### src/rtl/mem_pkg.sv
// Shared constants and types for the clearable dual-port memory bank.
package mem_pkg;
  localparam int MEM_DATA_W = 8;
  localparam int MEM_ADDR_W = 3;

  localparam int BYP_NEW = 1;
  localparam int BYP_OLD = 0;

  typedef enum logic {
    CLEAR = 1'b0,
    IDLE  = 1'b1
  } mem_state_t;
endpackage

### src/rtl/mem_array_2p.sv
// Reset-free storage array: one synchronous write port, one combinational read port.
module mem_array_2p #(
  parameter int DATA_W = 8,
  parameter int ADDR_W = 3
) (
  input  logic              i_clock,
  input  logic              i_we,
  input  logic [ADDR_W-1:0] i_waddr,
  input  logic [DATA_W-1:0] i_wdata,
  input  logic [ADDR_W-1:0] i_raddr,
  output logic [DATA_W-1:0] o_rdata
);
  logic [DATA_W-1:0] r_mem [2**ADDR_W];

  always_ff @(posedge i_clock) begin
    if (i_we) begin
      r_mem[i_waddr] <= i_wdata;
    end
  end

  assign o_rdata = r_mem[i_raddr];
endmodule

### src/rtl/mem_bank_clr.sv
// Dual-port memory bank with registered read, collision policy and a
// one-word-per-cycle hardware clear sweep run after reset and on request.
module mem_bank_clr
  import mem_pkg::*;
#(
  parameter int DATA_W = MEM_DATA_W,
  parameter int ADDR_W = MEM_ADDR_W,
  parameter int BYPASS = BYP_NEW
) (
  input  logic              clock,
  input  logic              reset,
  input  logic              clear,
  output logic              busy,
  input  logic              we,
  input  logic [ADDR_W-1:0] waddr,
  input  logic [DATA_W-1:0] wdata,
  input  logic              re,
  input  logic [ADDR_W-1:0] raddr,
  output logic [DATA_W-1:0] rdata,
  output logic              rvalid
);
  mem_state_t        r_state;
  logic [ADDR_W-1:0] r_cptr;
  logic              r_busy;
  logic [DATA_W-1:0] r_rdata_p1;
  logic              r_rvalid_p1;

  logic              w_idle;
  logic              w_user_wr;
  logic              w_user_rd;
  logic              w_collide;
  logic              w_arr_we;
  logic [ADDR_W-1:0] w_arr_waddr;
  logic [DATA_W-1:0] w_arr_wdata;
  logic [DATA_W-1:0] w_arr_rdata;
  logic [DATA_W-1:0] w_rd_next;

  function automatic logic [DATA_W-1:0] f_rd_sel(
    input logic              collide,
    input logic [DATA_W-1:0] new_d,
    input logic [DATA_W-1:0] old_d
  );
    if (!collide || BYPASS == BYP_OLD) begin
      return old_d;
    end
    return new_d;
  endfunction

  // A clear request in IDLE takes priority over any user access that cycle.
  assign w_idle    = (r_state == IDLE);
  assign w_user_wr = w_idle && !clear && we;
  assign w_user_rd = w_idle && !clear && re;
  assign w_collide = w_user_wr && (waddr == raddr);

  assign w_arr_we    = !w_idle || w_user_wr;
  assign w_arr_waddr = w_idle ? waddr : r_cptr;
  assign w_arr_wdata = w_idle ? wdata : '0;

  mem_array_2p #(
    .DATA_W (DATA_W),
    .ADDR_W (ADDR_W)
  ) u_array (
    .i_clock (clock),
    .i_we    (w_arr_we),
    .i_waddr (w_arr_waddr),
    .i_wdata (w_arr_wdata),
    .i_raddr (raddr),
    .o_rdata (w_arr_rdata)
  );

  assign w_rd_next = f_rd_sel(w_collide, wdata, w_arr_rdata);

  always_ff @(posedge clock or posedge reset) begin
    if (reset) begin
      r_state <= CLEAR;
      r_cptr  <= '0;
      r_busy  <= 1'b1;
    end else begin
      case (r_state)
        CLEAR: begin
          // Terminal compare stops the sweep before the pointer can wrap.
          if (r_cptr == '1) begin
            r_state <= IDLE;
            r_cptr  <= '0;
            r_busy  <= 1'b0;
          end else begin
            r_cptr <= r_cptr + ADDR_W'(1);
          end
        end
        IDLE: begin
          if (clear) begin
            r_state <= CLEAR;
            r_cptr  <= '0;
            r_busy  <= 1'b1;
          end
        end
        default: begin
          r_state <= CLEAR;
          r_cptr  <= '0;
          r_busy  <= 1'b1;
        end
      endcase
    end
  end

  // Read stage p1: registered data and its strobe.
  always_ff @(posedge clock or posedge reset) begin
    if (reset) begin
      r_rdata_p1  <= '0;
      r_rvalid_p1 <= 1'b0;
    end else begin
      r_rvalid_p1 <= w_user_rd;
      if (w_user_rd) begin
        r_rdata_p1 <= w_rd_next;
      end
    end
  end

  assign busy   = r_busy;
  assign rdata  = r_rdata_p1;
  assign rvalid = r_rvalid_p1;
endmodule

### config.mk
export PLATFORM = sky130hd
export DESIGN_NAME = mem_bank_clr
export DESIGN_NICKNAME = d
export VERILOG_FILES = /design/src/rtl/mem_pkg.sv /design/src/rtl/mem_array_2p.sv /design/src/rtl/mem_bank_clr.sv
export SDC_FILE = /design/constraint.sdc
export NUM_CORES = 1
export LEC_CHECK = 0
export ABC_AREA = 0
export BUFFER_PORTS_ARGS = -buffer_cell sky130_fd_sc_hd__buf_2
export CORE_MARGIN = 2
export CORE_UTILIZATION = 50
export DETAILED_ROUTE_END_ITERATION = 6
export PLACE_DENSITY = 0.76
export SYNTH_ARGS = -nofsm -noshare
export SYNTH_HDL_FRONTEND = slang
export SYNTH_SLANG_ARGS = --single-unit
export TNS_END_PERCENT = 1
### constraint.sdc
create_clock -name clock -period 3.3 [get_ports clock]
set_input_delay 0.165 -clock clock [delete_from_list [all_inputs] [get_ports clock]]
set_output_delay 0.165 -clock clock [all_outputs]
set_load 0.01 [all_outputs]
==> results.md <==
- Clk pin slew, worst setup/hold paths: 80 ps
- Type of the tightest min-delay check: in2reg
- Simple-Gate Fraction of Synth Area: 5.53%
- Setup skew after layout: 7.78 ps
- Critical path type: reg2reg
- Synth Area in Compound Gates: 4.96%
- Syn Nets: 211
- Length of the first detailed-routing pass in iterations: 4
- Register area share after synthesis: 69.8%
- Drt total wl: 6450 µm
- Area share of the leading cell type in the synthesized netlist: 59.0%
- Post-CTS setup-driven buffer insertion count: 0
- XOR/XNOR Fraction of Synth Area: 0.807%
- Global-route wire length before repair: 9840 µm
- Final #Nets: 247
- Total core area: 6310 µm²
- Fin Setup TNS: 0 ps
- Sort of element at the end of the critical path: register
- Average size of a mapped cell: 17.1 µm²
- Leakage power: 1.42 nW
- FILL cells: 499
- Required time at the endpoint of the critical path: 3510 ps
- Run status: finished clean
- Layout-stage area growth over the synthesis result: 13.4%
- CTS tree: built
- Max-cap check violation count: 0
- Dominant cells by area after synthesis: edfxtp_1, dfrtp_1, mux4_2
- Overall routing resource usage: 19.5%
- Clk_lat worst skew: 350 ps
- Clock group share of total power: 23.1%
- I/O pin cnt: 29
- Number of hold violations in the final report: 0
- First-iteration detailed-routing DRC count: 191
- Depth of the CTS H-tree: 3
- Number of buffers inserted during clock tree synthesis: 9
- Cell accounting for the most synthesized area: edfxtp_1
- Maximum clock insertion buffer count: 2
- Critical Path Source Type: register
- Fraction of synthesized area in multiplexers: 14.7%
- Total inserted antenna cells: 0
- Cell at the root of the clock tree: clkbuf_8
- Initial antenna violation count: 0
- RSZ-0062 raised after global routing: no
- Final-report setup violation count: 0
- Fraction of layout cells with a size suffix above 1: 26.0%
- Pin slew with the least headroom to its limit: 878 ps
- Summed instance area of the synthesized netlist: 3260 µm²
- Num rows: 29
- Final HPWL from detailed placement: 4170 µm
- Reg2Reg Setup Slack: 870 ps
- Cells on Worst Hold Path: 2
- Cell Count, Final, Fillers Out: 308
- Pre-CTS setup slack: 928 ps
- Vert. Die Dim: 84.7 µm
- Horizontal die dimension: 84.7 µm
- Sequential cell fraction of total power: 50.4%
- Detailed-route wire length per cell: 20.9 µm
- Comb pwr share: 26.4%
- Number of placed instances, taps included: 291
- Final Wtd Congestion: 0.802
- Ratio of final minimum period to clock period: 73.7%
- Sw Share: 31.3%
- Max_slew headroom: 41.2%
- Data arrival, critical path: 2640 ps
- Sinks on Clock Net: 78
- Power per cell area: 908 nW/µm²
- Peak Freq: 411 MHz
- Post-synthesis cell type count: 30
- IR drop worst, VDD: 460 µV
- Count of input and output buffers: 28
- Post-Synthesis Cells: 190
- Maximum fanout encountered on the critical timing path: 24
- Final min period: 2430 ps
- Warning count from the yosys run: 0
- Routed vias: 1807
- Internal: 2.30 mW
- Switching Power: 1.05 mW
- Slack of the critical path: 867 ps
- Final-report max-slew violation count: 0
- Largest family of logic cells by synthesized area: multiplexers
- Adder-cell share of the synthesized area: 0.769%
- Total Power Consumption: 3.35 mW
- Initial core utilization: 51.6%
- Full die area: 7170 µm²
- Number of global-route vias before repair: 1761
- Number of cells traversed by the worst register-to-register path: 4
- Post-detailed-route count of antenna-violating nets: 0
- DR DRC count: 0
- Drt via density: 5.87
- Flop and latch count out of synthesis: 78
- Overall overflow remaining after global route: 0
- Pin count of the biggest net entering global routing: 25
## state kept, by name (all words and copies together) (netlist names)
register       cells
u_array.r_mem     64
rdata              8
r_cptr             3
busy               1
r_state            1
rvalid             1
## cells by family (layout without fill, tap and decap cells)
logic type | after synthesis | count (layout)
AOI/OAI and AO/OA | 21 | 21
xor gates and xnor gates | 3 | 3
adders and majority gates | 2 | 2
buffers and inverters | 22 | 63
DFF | 78 | 78
muxes | 26 | 26
and+or+nand+nor | 38 | 38
## path summary, 6_finish.rpt
check                             to  startpoint
max                         rdata[5]     r_state
min                        r_cptr[1]       clear
max reg2reg                 rdata[5]     r_state
min reg2reg                     busy        busy
max in group asynchronous       busy       reset
min in group asynchronous   rdata[5]       reset
## timing repair
action / 4_1_cts / 5_1_grt
endpoints found under the setup margin: 0 / 0
hold buffers: 1 / 0
hold endpoints to repair: 13 / 0
gates resized for setup: 0 / 0
## Yosys cell counts (all sizes together)
cell / n
ha: 2
nor3: 1
clkbuf: 2
and2: 1
a22o: 1
inv: 13
nor3b: 1
nand2: 12
o2bb2ai: 1
a21oi: 1
nor2b: 3
buf: 7
o31a: 1
mux2i: 10
nor2: 18
dfstp: 1
edfxtp: 64
a21o: 1
and3: 1
a221oi: 8
a31oi: 4
xnor2: 3
mux4: 16
o31ai: 1
nor4b: 1
o21ai: 2
dfrtp: 13
o32a: 1
## critical path, stage by stage (launching register included)
cell      delay, ps
dfrtp_1         860
nor2b_1         340
and2_1          410
nor4b_4         490
a221oi_1        180
## stage by stage
step | util (%) | hold WS [ps] | cell area (µm²)
2_1_floorplan | - | 53.5 | 3260
3_5_place_dp | 54.9 | 226 | 3470
5_1_grt | 58.5 | 19.4 | 3690
4_1_cts | 58.5 | 8.68 | 3690
6_report | 58.5 | 27.4 | 3690
3_3_place_gp | 54.9 | 215 | 3470
## power groups by stage
stage	registers, mW	clock network, mW	logic (mW)
2_1_floorplan	1.65	0	0.598
3_3_place_gp	1.69	0	0.863
3_5_place_dp	1.71	0	0.888
4_1_cts	1.69	0.785	0.892
5_1_grt	1.73	0.824	0.966
6_report	1.69	0.776	0.886
## cells in the final DEF (no fill, tap or decap), types with 2 or more instances in the layout
master	n
nor2b_1	3
a221oi_1	8
nor2_1	18
dfrtp_1	13
nand2_1	12
buf_4	5
xnor2_1	3
inv_1	13
buf_2	28
edfxtp_1	64
mux2i_1	10
mux4_1	5
a31oi_1	4
bufinv_16	2
clkbuf_8	9
mux4_2	11
o21ai_0	2
ha_1	2
clkinv_4	2
## final cells by class
| type | instances | area (µm²) | area share, % |
|---|---|---|---|
| clock inverters | 6 | 86.3 | 2.34 |
| inverters | 13 | 48.8 | 1.32 |
| flip-flops and latches | 78 | 2270 | 61.6 |
| clock buffers | 10 | 128 | 3.46 |
| well taps | 77 | 96.3 | 2.61 |
| multi-input cells | 90 | 872 | 23.6 |
| repair buffers | 34 | 188 | 5.08 |
## metal layers
metal  vias up  part of all wire [%]  track usage [%]
li1        810                     -                -
met1       908                    43             26.6
met2        72                    47             29.3
met3        17                   7.0             5.70
met4         0                   2.8             8.95
met5         -                     0                0
Note: power is estimated with default switching activity, not from simulation.
